===== src/rtl/tlb_address_translator_pkg.sv =====
// Shared types and field widths for the TLB address translator.
package tlb_pkg;

    localparam int PAGE_WIDTH   = 20;
    localparam int OFFSET_WIDTH = 12;
    localparam int FRAME_WIDTH  = 20;

    localparam logic [1:0] DIRECT_WINDOW_PREFIX = 2'b11;

    typedef enum logic [1:0] {
        IDLE   = 2'd0,
        SEARCH = 2'd1,
        DONE   = 2'd2
    } state_t;

    typedef struct packed {
        logic [PAGE_WIDTH-1:0]  page;
        logic [FRAME_WIDTH-1:0] frame;
        logic                   writeable;
        logic                   valid;
    } tlb_entry_t;

endpackage


===== src/rtl/tlb_address_translator_if.sv =====
// Request/result and TLB-write bundle between the CPU/MMU side and the translator.
interface tlb_address_translator_if #(
    parameter int TLB_INDEX_WIDTH = 5
);
    logic                       translateRequest;
    logic [31:0]                virtualAddress;
    logic                       isWrite;
    logic                       userMode;
    logic                       tlbWriteEnable;
    logic [TLB_INDEX_WIDTH-1:0] tlbWriteIndex;
    logic [19:0]                tlbWritePage;
    logic [19:0]                tlbWriteFrame;
    logic                       tlbWriteWriteable;
    logic                       tlbWriteValid;
    logic                       busy;
    logic                       translateDone;
    logic [31:0]                physicalAddress;
    logic                       missFault;
    logic                       writeFault;
    logic                       privilegeFault;

    modport master (
        output translateRequest, virtualAddress, isWrite, userMode,
        output tlbWriteEnable, tlbWriteIndex, tlbWritePage, tlbWriteFrame,
        output tlbWriteWriteable, tlbWriteValid,
        input  busy, translateDone, physicalAddress,
        input  missFault, writeFault, privilegeFault
    );

    modport slave (
        input  translateRequest, virtualAddress, isWrite, userMode,
        input  tlbWriteEnable, tlbWriteIndex, tlbWritePage, tlbWriteFrame,
        input  tlbWriteWriteable, tlbWriteValid,
        output busy, translateDone, physicalAddress,
        output missFault, writeFault, privilegeFault
    );
endinterface


===== src/rtl/tlb_address_translator_entry_array.sv =====
// TLB storage (module tlb_entry_array): one write port, asynchronous read ports.
// TLB_ADDRESS_TRANSLATOR_LAST_HIT_EN adds a second read port for the last-hit cache.
module tlb_entry_array
    import tlb_pkg::*;
#(
    parameter int TLB_ENTRIES     = 32,
    parameter int TLB_INDEX_WIDTH = 5
) (
    input  logic                       clock,
    input  logic                       resetN,
    input  logic                       write_enable,
    input  logic [TLB_INDEX_WIDTH-1:0] write_index,
    input  tlb_entry_t                 write_entry,
    input  logic [TLB_INDEX_WIDTH-1:0] read_index,
    output tlb_entry_t                 read_entry
`ifdef TLB_ADDRESS_TRANSLATOR_LAST_HIT_EN
    ,
    input  logic [TLB_INDEX_WIDTH-1:0] cache_index,
    output tlb_entry_t                 cache_entry
`endif
);

    logic [PAGE_WIDTH-1:0]  page_mem  [TLB_ENTRIES];
    logic [FRAME_WIDTH-1:0] frame_mem [TLB_ENTRIES];
    logic [TLB_ENTRIES-1:0] writeable_mem;
    logic [TLB_ENTRIES-1:0] valid_reg;

    // Only the valid bits are reset; the payload is meaningless while invalid.
    always_ff @(posedge clock) begin
        if (write_enable) begin
            page_mem[write_index]      <= write_entry.page;
            frame_mem[write_index]     <= write_entry.frame;
            writeable_mem[write_index] <= write_entry.writeable;
        end
    end

    always_ff @(posedge clock or negedge resetN) begin
        if (!resetN) begin
            valid_reg <= '0;
        end else if (write_enable) begin
            valid_reg[write_index] <= write_entry.valid;
        end
    end

    assign read_entry = {page_mem[read_index], frame_mem[read_index],
                         writeable_mem[read_index], valid_reg[read_index]};

`ifdef TLB_ADDRESS_TRANSLATOR_LAST_HIT_EN
    assign cache_entry = {page_mem[cache_index], frame_mem[cache_index],
                          writeable_mem[cache_index], valid_reg[cache_index]};
`endif

endmodule


===== src/rtl/tlb_address_translator.sv =====
// Sequential-search TLB translator with a direct-mapped kernel window bypass.
// Optional last-hit cache: define TLB_ADDRESS_TRANSLATOR_LAST_HIT_EN.
module tlb_address_translator
    import tlb_pkg::*;
#(
    parameter int TLB_ENTRIES     = 32,
    parameter int TLB_INDEX_WIDTH = 5
) (
    input  logic                     clock,
    input  logic                     resetN,
    tlb_address_translator_if.slave  bus
);

    localparam logic [TLB_INDEX_WIDTH-1:0] LAST_INDEX = TLB_INDEX_WIDTH'(TLB_ENTRIES - 1);

    state_t                     state_reg, state_next;
    logic [TLB_INDEX_WIDTH-1:0] index_reg, index_next;
    logic [31:0]                va_reg, va_next;
    logic                       is_write_reg, is_write_next;
    logic [31:0]                pa_reg, pa_next;
    logic                       miss_reg, miss_next;
    logic                       wf_reg, wf_next;
    logic                       pf_reg, pf_next;

    tlb_entry_t write_entry;
    tlb_entry_t read_entry;
    logic       entry_match;

`ifdef TLB_ADDRESS_TRANSLATOR_LAST_HIT_EN
    logic                       cache_valid_reg, cache_valid_next;
    logic [TLB_INDEX_WIDTH-1:0] cache_index_reg, cache_index_next;
    tlb_entry_t                 cache_entry;
    logic                       cache_hit;
`endif

    assign write_entry = '{page:      bus.tlbWritePage,
                           frame:     bus.tlbWriteFrame,
                           writeable: bus.tlbWriteWriteable,
                           valid:     bus.tlbWriteValid};

    tlb_entry_array #(
        .TLB_ENTRIES     (TLB_ENTRIES),
        .TLB_INDEX_WIDTH (TLB_INDEX_WIDTH)
    ) u_entries (
        .clock        (clock),
        .resetN       (resetN),
        .write_enable (bus.tlbWriteEnable),
        .write_index  (bus.tlbWriteIndex),
        .write_entry  (write_entry),
        .read_index   (index_reg),
        .read_entry   (read_entry)
`ifdef TLB_ADDRESS_TRANSLATOR_LAST_HIT_EN
        ,
        .cache_index  (cache_index_reg),
        .cache_entry  (cache_entry)
`endif
    );

    assign entry_match = read_entry.valid &&
                         (read_entry.page == va_reg[31:OFFSET_WIDTH]);

`ifdef TLB_ADDRESS_TRANSLATOR_LAST_HIT_EN
    // A write landing on the cached slot this edge makes the cached contents stale.
    assign cache_hit = cache_valid_reg && cache_entry.valid &&
                       (cache_entry.page == bus.virtualAddress[31:OFFSET_WIDTH]) &&
                       !(bus.tlbWriteEnable && (bus.tlbWriteIndex == cache_index_reg));
`endif

    always_comb begin
        state_next    = state_reg;
        index_next    = index_reg;
        va_next       = va_reg;
        is_write_next = is_write_reg;
        pa_next       = pa_reg;
        miss_next     = miss_reg;
        wf_next       = wf_reg;
        pf_next       = pf_reg;
`ifdef TLB_ADDRESS_TRANSLATOR_LAST_HIT_EN
        cache_valid_next = cache_valid_reg;
        cache_index_next = cache_index_reg;
`endif
        case (state_reg)
            IDLE: begin
                if (bus.translateRequest) begin
                    va_next       = bus.virtualAddress;
                    is_write_next = bus.isWrite;
                    index_next    = '0;
                    miss_next     = 1'b0;
                    wf_next       = 1'b0;
                    pf_next       = 1'b0;
                    if (bus.userMode && bus.virtualAddress[31]) begin
                        pf_next    = 1'b1;
                        pa_next    = '0;
                        state_next = DONE;
                    end else if (!bus.userMode &&
                                 (bus.virtualAddress[31:30] == DIRECT_WINDOW_PREFIX)) begin
                        pa_next    = {2'b00, bus.virtualAddress[29:0]};
                        state_next = DONE;
`ifdef TLB_ADDRESS_TRANSLATOR_LAST_HIT_EN
                    end else if (cache_hit) begin
                        pa_next    = {cache_entry.frame, bus.virtualAddress[OFFSET_WIDTH-1:0]};
                        wf_next    = bus.isWrite & ~cache_entry.writeable;
                        state_next = DONE;
`endif
                    end else begin
                        state_next = SEARCH;
                    end
                end
            end
            SEARCH: begin
                if (entry_match) begin
                    pa_next    = {read_entry.frame, va_reg[OFFSET_WIDTH-1:0]};
                    wf_next    = is_write_reg & ~read_entry.writeable;
                    state_next = DONE;
`ifdef TLB_ADDRESS_TRANSLATOR_LAST_HIT_EN
                    cache_valid_next = 1'b1;
                    cache_index_next = index_reg;
`endif
                end else if (index_reg == LAST_INDEX) begin
                    miss_next  = 1'b1;
                    pa_next    = '0;
                    state_next = DONE;
                end else begin
                    index_next = index_reg + TLB_INDEX_WIDTH'(1);
                end
            end
            DONE:    state_next = IDLE;
            default: state_next = IDLE;
        endcase
`ifdef TLB_ADDRESS_TRANSLATOR_LAST_HIT_EN
        if (bus.tlbWriteEnable && (bus.tlbWriteIndex == cache_index_next)) begin
            cache_valid_next = 1'b0;
        end
`endif
    end

    always_ff @(posedge clock or negedge resetN) begin
        if (!resetN) begin
            state_reg    <= IDLE;
            index_reg    <= '0;
            va_reg       <= '0;
            is_write_reg <= 1'b0;
            pa_reg       <= '0;
            miss_reg     <= 1'b0;
            wf_reg       <= 1'b0;
            pf_reg       <= 1'b0;
        end else begin
            state_reg    <= state_next;
            index_reg    <= index_next;
            va_reg       <= va_next;
            is_write_reg <= is_write_next;
            pa_reg       <= pa_next;
            miss_reg     <= miss_next;
            wf_reg       <= wf_next;
            pf_reg       <= pf_next;
        end
    end

`ifdef TLB_ADDRESS_TRANSLATOR_LAST_HIT_EN
    always_ff @(posedge clock or negedge resetN) begin
        if (!resetN) begin
            cache_valid_reg <= 1'b0;
            cache_index_reg <= '0;
        end else begin
            cache_valid_reg <= cache_valid_next;
            cache_index_reg <= cache_index_next;
        end
    end
`endif

    assign bus.busy            = (state_reg == SEARCH);
    assign bus.translateDone   = (state_reg == DONE);
    assign bus.physicalAddress = pa_reg;
    assign bus.missFault       = miss_reg;
    assign bus.writeFault      = wf_reg;
    assign bus.privilegeFault  = pf_reg;

endmodule


===== src/flat_wrapper.sv =====
// flat-port wrapper written by rule: the top's interface ports become plain ports
module tlb_address_translator_flat import tlb_pkg::*;
#(
    parameter int TLB_ENTRIES     = 32,
    parameter int TLB_INDEX_WIDTH = 5
)
  (clock, resetN, bus_translateRequest, bus_virtualAddress, bus_isWrite, bus_userMode, bus_tlbWriteEnable, bus_tlbWriteIndex, bus_tlbWritePage, bus_tlbWriteFrame, bus_tlbWriteWriteable, bus_tlbWriteValid, bus_busy, bus_translateDone, bus_physicalAddress, bus_missFault, bus_writeFault, bus_privilegeFault);
  tlb_address_translator_if #(.TLB_INDEX_WIDTH(TLB_INDEX_WIDTH)) bus_i ();
  input  logic clock;
  input  logic resetN;
  input wire logic [$bits(bus_i.translateRequest)-1:0] bus_translateRequest;
  input wire logic [$bits(bus_i.virtualAddress)-1:0] bus_virtualAddress;
  input wire logic [$bits(bus_i.isWrite)-1:0] bus_isWrite;
  input wire logic [$bits(bus_i.userMode)-1:0] bus_userMode;
  input wire logic [$bits(bus_i.tlbWriteEnable)-1:0] bus_tlbWriteEnable;
  input wire logic [$bits(bus_i.tlbWriteIndex)-1:0] bus_tlbWriteIndex;
  input wire logic [$bits(bus_i.tlbWritePage)-1:0] bus_tlbWritePage;
  input wire logic [$bits(bus_i.tlbWriteFrame)-1:0] bus_tlbWriteFrame;
  input wire logic [$bits(bus_i.tlbWriteWriteable)-1:0] bus_tlbWriteWriteable;
  input wire logic [$bits(bus_i.tlbWriteValid)-1:0] bus_tlbWriteValid;
  output wire logic [$bits(bus_i.busy)-1:0] bus_busy;
  output wire logic [$bits(bus_i.translateDone)-1:0] bus_translateDone;
  output wire logic [$bits(bus_i.physicalAddress)-1:0] bus_physicalAddress;
  output wire logic [$bits(bus_i.missFault)-1:0] bus_missFault;
  output wire logic [$bits(bus_i.writeFault)-1:0] bus_writeFault;
  output wire logic [$bits(bus_i.privilegeFault)-1:0] bus_privilegeFault;
  assign bus_i.translateRequest = bus_translateRequest;
  assign bus_i.virtualAddress = bus_virtualAddress;
  assign bus_i.isWrite = bus_isWrite;
  assign bus_i.userMode = bus_userMode;
  assign bus_i.tlbWriteEnable = bus_tlbWriteEnable;
  assign bus_i.tlbWriteIndex = bus_tlbWriteIndex;
  assign bus_i.tlbWritePage = bus_tlbWritePage;
  assign bus_i.tlbWriteFrame = bus_tlbWriteFrame;
  assign bus_i.tlbWriteWriteable = bus_tlbWriteWriteable;
  assign bus_i.tlbWriteValid = bus_tlbWriteValid;
  assign bus_busy = bus_i.busy;
  assign bus_translateDone = bus_i.translateDone;
  assign bus_physicalAddress = bus_i.physicalAddress;
  assign bus_missFault = bus_i.missFault;
  assign bus_writeFault = bus_i.writeFault;
  assign bus_privilegeFault = bus_i.privilegeFault;
  tlb_address_translator #(.TLB_ENTRIES(TLB_ENTRIES), .TLB_INDEX_WIDTH(TLB_INDEX_WIDTH)) u_core (.clock(clock), .resetN(resetN), .bus(bus_i));
endmodule

===== config.mk =====
export PLATFORM = sky130hd
export DESIGN_NAME = tlb_address_translator_flat
export DESIGN_NICKNAME = d
export VERILOG_FILES = /design/src/rtl/tlb_address_translator_pkg.sv /design/src/rtl/tlb_address_translator_if.sv /design/src/rtl/tlb_address_translator_entry_array.sv /design/src/rtl/tlb_address_translator.sv /design/src/flat_wrapper.sv
export SDC_FILE = /design/constraint.sdc
export NUM_CORES = 1
export LEC_CHECK = 0
export CAP_MARGIN = 30
export CORE_MARGIN = 2
export CORE_UTILIZATION = 55
export DETAILED_ROUTE_END_ITERATION = 8
export PLACE_DENSITY = 0.78
export SKIP_CTS_REPAIR_TIMING = 1
export SYNTH_ARGS = -nofsm -noshare
export SYNTH_HDL_FRONTEND = slang
export SYNTH_SLANG_ARGS = --single-unit

===== constraint.sdc =====
create_clock -name clock -period 4.2 [get_ports clock]
set_clock_uncertainty 0.05 [all_clocks]
set_input_delay 0.84 -clock clock [delete_from_list [all_inputs] [get_ports clock]]
set_output_delay 0.84 -clock clock [all_outputs]
set_load 0.05 [all_outputs]

Word level (Yosys, flattened, before mapping):

Memory sizes are Yosys's and may differ from the RTL's.
Cells that the tools add are included.

* register bits: 139
* memory bits (writable): 1280
* input bits: 85
* output and inout port bits: 37
* word-level logic and storage cells: 76
* memories kept: 2

Memory list
* u_core.u_entries.frame_mem: words 32, width 20, read ports 1, clocked after memory_dff 0, write ports 1, line tlb_address_translator_entry_array.sv:24 `logic [FRAME_WIDTH-1:0] frame_mem [TLB_ENTRIES];`
* u_core.u_entries.page_mem: words 32, width 20, read ports 1, clocked after memory_dff 0, write ports 1, line tlb_address_translator_entry_array.sv:23 `logic [PAGE_WIDTH-1:0] page_mem [TLB_ENTRIES];`

* add/sub/neg operators: 1
* order comparisons: 3
* equal/unequal tests: 12
* mux-type cells: 33
* bitwise logic cells: 2
* reduce and logical (&&, ||, !) cells: 13

Operators with widths (count)
* 32-bit 2-to-1 mux: 5
* 32-bit bitwise mux: 2
* 32-bit one-hot mux with 2 select lines: 1
* 20-bit equality test: 1
* 5-bit 2-to-1 mux: 3
* 5-bit by 6-bit less-than comparator with 1-bit output (second input constant): 2
* 4-bit AND reduction: 3
* 1-bit binary-select mux with 5-bit select: 2
* 1-bit 2-to-1 mux: 10
* 2-bit 2-to-1 mux: 5
* 5-bit one-hot mux with 2 select lines: 1
* 2-bit != test (second input constant): 3
* 3-bit by 1-bit != test with 1-bit output (second input constant): 2
* 5-bit by 1-bit adder with 5-bit output (second input constant): 1
* 1-bit demux with 5-bit select: 1
* 5-bit equality test (second input constant): 1
* 5-bit by 1-bit >= comparator with 1-bit output (second input constant): 1
* 2-bit equality test (second input constant): 2
* 1-bit logical AND: 4
* 2-bit by 1-bit != test with 1-bit output (second input constant): 2
* 1-bit one-hot mux with 2 select lines: 2
* 2-bit one-hot mux with 2 select lines: 1
* 2-bit AND reduction: 2
* 3-bit AND reduction: 1
* 6 further kinds: 6

Depth between registers and ports, before layout:

* word-level depth: 6
* depth in mapped cells: 17
* gate-level depth less buffers: 10

Cells and area by module:

Synthesis repeated with hierarchy kept, for this count alone.

* cells, all modules: 3351
* area, all modules: 56513.0 um^2

By module, submodules not included
* tlb_entry_array: instances 1, cells each 2946, area an instance 52551.7 um^2
* tlb_address_translator: instances 1, cells each 405, area an instance 3961.3 um^2

Worst setup path after synthesis:

OpenSTA, ideal clock, no wires.

* path type: input -> register
* start point: in bus_tlbWriteIndex[0]
* end point: reg u_core.u_entries.valid_reg[20]
* library setup time: 0.126 ns
* data arrival time: 3.720 ns
* required time: 4.024 ns
* slack: 0.304 ns
* stages on the path: 4
* path buffers: 1
* cells stage by stage: or3b_2 -> clkbuf_1 -> nor2_1 -> mux2_2

* cells in the longest elaborated chain, start to end: 5

Ends and longest elaborated chain
* start, declared: line flat_wrapper.sv:16 `input wire logic [$bits(bus_i.tlbWriteIndex)-1:0] bus_tlbWriteIndex;`
* 5-bit by 6-bit less-than comparator with 1-bit output (not written as such) or 5-bit by 1-bit >= comparator with 1-bit output (tied branches): line tlb_address_translator_entry_array.sv:41 `valid_reg[write_index] <= write_entry.valid;`
* 1-bit logical AND (not written as such): line tlb_address_translator_entry_array.sv:41
* 1-bit 2-to-1 mux (not written as such): line tlb_address_translator_entry_array.sv:41
* 1-bit demux with 5-bit select (*): line tlb_address_translator_entry_array.sv:41
* 32-bit bitwise mux (*): line tlb_address_translator_entry_array.sv:41
* end signal, assigned by index: line tlb_address_translator_entry_array.sv:41
* end, declared: line tlb_address_translator_entry_array.sv:26 `logic [TLB_ENTRIES-1:0] valid_reg;`

Every way passes the cells marked *; elsewhere a longest branch is shown, timed or not.
A chain may end at the register's enable or synchronous reset.

Worst setup path in the final report:

* start point: reg u_core.index_reg[1]
* end point: reg u_core.index_reg[4]

* cells in the longest elaborated chain, start to end: 5

Ends and longest elaborated chain
* start, declared: line tlb_address_translator.sv:17 `logic [TLB_INDEX_WIDTH-1:0] index_reg, index_next;`
* start signal, assigned: line tlb_address_translator.sv:149 `index_reg <= index_next;`
* memory 32 x 20 bit or 1-bit binary-select mux with 5-bit select (tied branches)
* 20-bit equality test or 1-bit 2-to-1 mux (tied branches): line tlb_address_translator.sv:60, tlb_address_translator_entry_array.sv:46
* 1-bit logical AND: line tlb_address_translator.sv:59 `assign entry_match = read_entry.valid &&`
* 2-bit != test (no line)
* 4-bit AND reduction (no line)

Several ways; a longest one is shown, not always the timed one. The select of a mux whose other input is x is not followed.

==> impl_metrics.tcl <==
set metrics [dict create \
    status "completed" \
    syn_to_final_growth_pct 16.16 \
    p_leak_nw 21.39 \
    viasPerCell 6.732 \
    nFillCells 6311 \
    final_max_slew_viol_count 0 \
    seq_area_frac_synth_pct 75.74 \
    synthSimpleGateAreaFrac_pct 2.421 \
    cp-startpoint "u_core.index_reg[1]" \
    clock_latency_ns 0.77 \
    netlist_area_um2 55550 \
    grt_pass1_vias 29835 \
    crit_path_start_kind "register" \
    crit_arrival_ns 4.74 \
    clock_sinks 1419 \
    power.density_nw_per_um2 619.4 \
    tritoncts "done" \
    r2r-end "u_core.index_reg[4]" \
    async_flop_share_pct 7.541 \
    finalCriticalPeriod_ns 4.129 \
    overflow 0 \
    path_clk_slew_ns 0.06 \
    num-nets-final 3099 \
    drive_gt1_share_pct 23.66 \
    gp_congestion 0.9268 \
    synth_compound_area_share_pct 2.971 \
    rsz0062_at_grt "false" \
    grt_usage_pct 28.81 \
    clockRootBuffer "clkbuf_16" \
    synth-seq-cells 1419 \
    r2r_cells 13 \
    synth_xor_area_share_pct 0.2996 \
    dp_cells 4152 \
    wl_per_cell_um 33.48 \
    endpoint_kind "register" \
    synth_top_area_share_pct 70.92 \
    drt-total-wl_um 148300 \
    antenna_left 0 \
    dpl_worst_slack_ns -0.08830 \
    die_h_um 321.8 \
    min_path_type "in2async" \
    synth_area_leaders "edfxtp_1 (71%), mux4_2 (10%), mux2i_1 (5.2%), dfrtp_1 (4.8%), a22oi_1 (1.6%)" \
    fmax_mhz 242.2 \
    worstPathMaxFanout 20 \
    path_common_cell "buf_4" \
    setup_viol 0 \
    die_w_um 321.8 \
    synth_edf_count 1312 \
    synthAdderAreaFrac_pct 0.04505 \
    finalNonFillerCells 4429 \
    yosysWarningCount 0 \
    syn_nets 2811 \
    drc 0 \
    max_cap_violations 0 \
    route.vias.total 29815 \
    worst_slack_ns 0.07127 \
    hold_viol_final 0 \
    endpoint "u_core.index_reg[4]" \
    fp-row-count 116 \
    tightest_slew_ns 1.062 \
    worstSetupPathType "reg2reg" \
    dp_hpwl_um 81400 \
    critPathRequiredTime_ns 4.81 \
    portBuffers 121 \
    reg_top3 "u_core.u_entries.frame_mem x640, u_core.u_entries.page_mem x640" \
    design.core.area_um2 100100 \
    r2r-start "u_core.index_reg[1]" \
    cp_top_family "simple AND/OR/NAND/NOR gates" \
    r2r_slack_ns 0.07 \
    vdd_drop_max_mv 0.4767 \
    die_area_um2 103600 \
    ys.flop_type "edfxtp_1" \
    max_slew_margin_pct 29.00 \
    ys_types 55 \
    slowest_delay_ns 0.60 \
    grt_max_degree 69 \
    critPathSlowestCell "dfrtp_4" \
    post-route-period-util_pct 98.30 \
    synth_top_family_by_area "multiplexers" \
    start_util_pct 55.47 \
    synth_cells 2724 \
    cts.path.max_buffers 3 \
    h-tree-depth 4 \
    worstPathCellList "buf_6 > and2_1 > buf_4 > a22oi_1 > a21oi_1 > nor4_2 > xnor2_1 > nand4_1 > nor3b_1 > and4_4 > buf_4 > or3_1 > mux2i_1" \
    drt_pass1_iterations 9 \
    path_buf_inv 3 \
    drtIter0Drc 4404 \
    synth_mux_area_share_pct 16.90 \
    antenna_found_initial 13 \
    top_level_ports 122 \
    yosysTopAreaCell "edfxtp_1" \
    grt_pass1_wl_um 210300 \
    syn_avg_cell_area_um2 20.39 \
    path_depth 13 \
    cts_buffers 138 \
]
==> cells in the mapped netlist, types with 22 or more instances <==
cell type  instances
a21oi_1           56
a22oi_1          121
a32o_1            30
buf_2             41
buf_6             25
clkbuf_1          65
dfrtp_1          107
edfxtp_1        1312
mux2_2            35
mux2_4            27
mux2i_1          290
mux4_2           251
nand2_1          141
nand3_1           22
nor2_1            62
==> layout by cell type, fill, tap and decap left out, types with 37 or more instances in the layout <==
cell type        count
edfxtp_1          1312
mux2i_1            290
mux4_2             251
clkbuf_16          144
nand2_1            140
a22oi_1            121
clkdlybuf4s50_1    120
buf_4              112
dfrtp_1            102
buf_12              57
a21oi_1             55
clkbuf_1            37
==> report_power, final <==
part           total (mW)  internal (mW)  switching (mW)
Clock                12.1           6.88            5.25
Combinational        11.3           5.18            6.09
Sequential           16.6           16.0           0.607
Total                40.0           28.0            12.0
==> cell type report <==
| class | count | area [µm²] | share of cell area, % |
|---|---|---|---|
| multi-input cells | 1147 | 12870 | 19.95 |
| repair buffers | 301 | 3487 | 5.404 |
| clock inverters | 73 | 711.9 | 1.103 |
| inverters | 5 | 18.77 | 0.02909 |
| clock buffers | 182 | 3711 | 5.751 |
| well taps | 1298 | 1624 | 2.517 |
| diodes | 4 | 10.01 | 0.01551 |
| flip-flops and latches | 1419 | 42090 | 65.23 |
==> through the flow <==
| stage | setup TNS [ns] | hold slack (ns) | cell area [µm²] | total power [mW] | utilization, % |
|---|---|---|---|---|---|
| detailed placement | -1.135 | 0.4088 | 59710 | 27.73 | 59.63 |
| CTS | -2.952 | 0.1118 | 64140 | 39.82 | 64.04 |
| global placement | -1.270 | 0.4010 | 59710 | 27.45 | 59.63 |
| floorplan | 0 | 0.3774 | 55550 | 24.28 | - |
| global route | 0 | 0.1896 | 64530 | 41.13 | 64.43 |
| finish | 0 | 0.1281 | 64530 | 39.97 | 64.43 |
==> cell families (layout without fill, tap and decap cells) <==
group                    Yosys count  after routing
AO/OA/AOI/OAI                    229            229
XOR/XNOR                          19             19
adder cells (fa/ha/maj)            2              2
buffers and inverters            158            561
flip-flops                      1419           1419
multiplexers                     606            606
other                              0              4
AND/OR/NAND/NOR                  291            291
==> worst reg2reg max path: cells and delay by family (launching register included) <==
family	cells	cell delay (ns)
compound gates	2	0.38
flops	1	0.60
xor+xnor	1	0.21
mux	1	0.24
buf+inv	3	0.76
simple gates	6	1.82
==> per-layer routing <==
layer  track usage [%]  vias to the layer above  part of all wire, %
met3             6.986                      379                   11
met1             39.03                    15511                   36
li1                  -                    11756                    -
met5            0.7092                        -                 0.14
met4             12.13                       18                  4.2
met2             45.18                     2151                   48
==> worst min-delay path by stage <==
stage	from	end	slack, ns	cells after the start
CTS	resetN	u_core.va_reg[0]	0.11	1
detailed placement	u_core.state_reg[1]	u_core.state_reg[0]	0.41	1
floorplan	u_core.state_reg[1]	u_core.state_reg[0]	0.38	1
global placement	u_core.state_reg[1]	u_core.state_reg[0]	0.40	1
global route	resetN	u_core.bus.physicalAddress[8]	0.19	1
finish	resetN	u_core.va_reg[0]	0.13	1
Power figures use the tool's default switching activity.
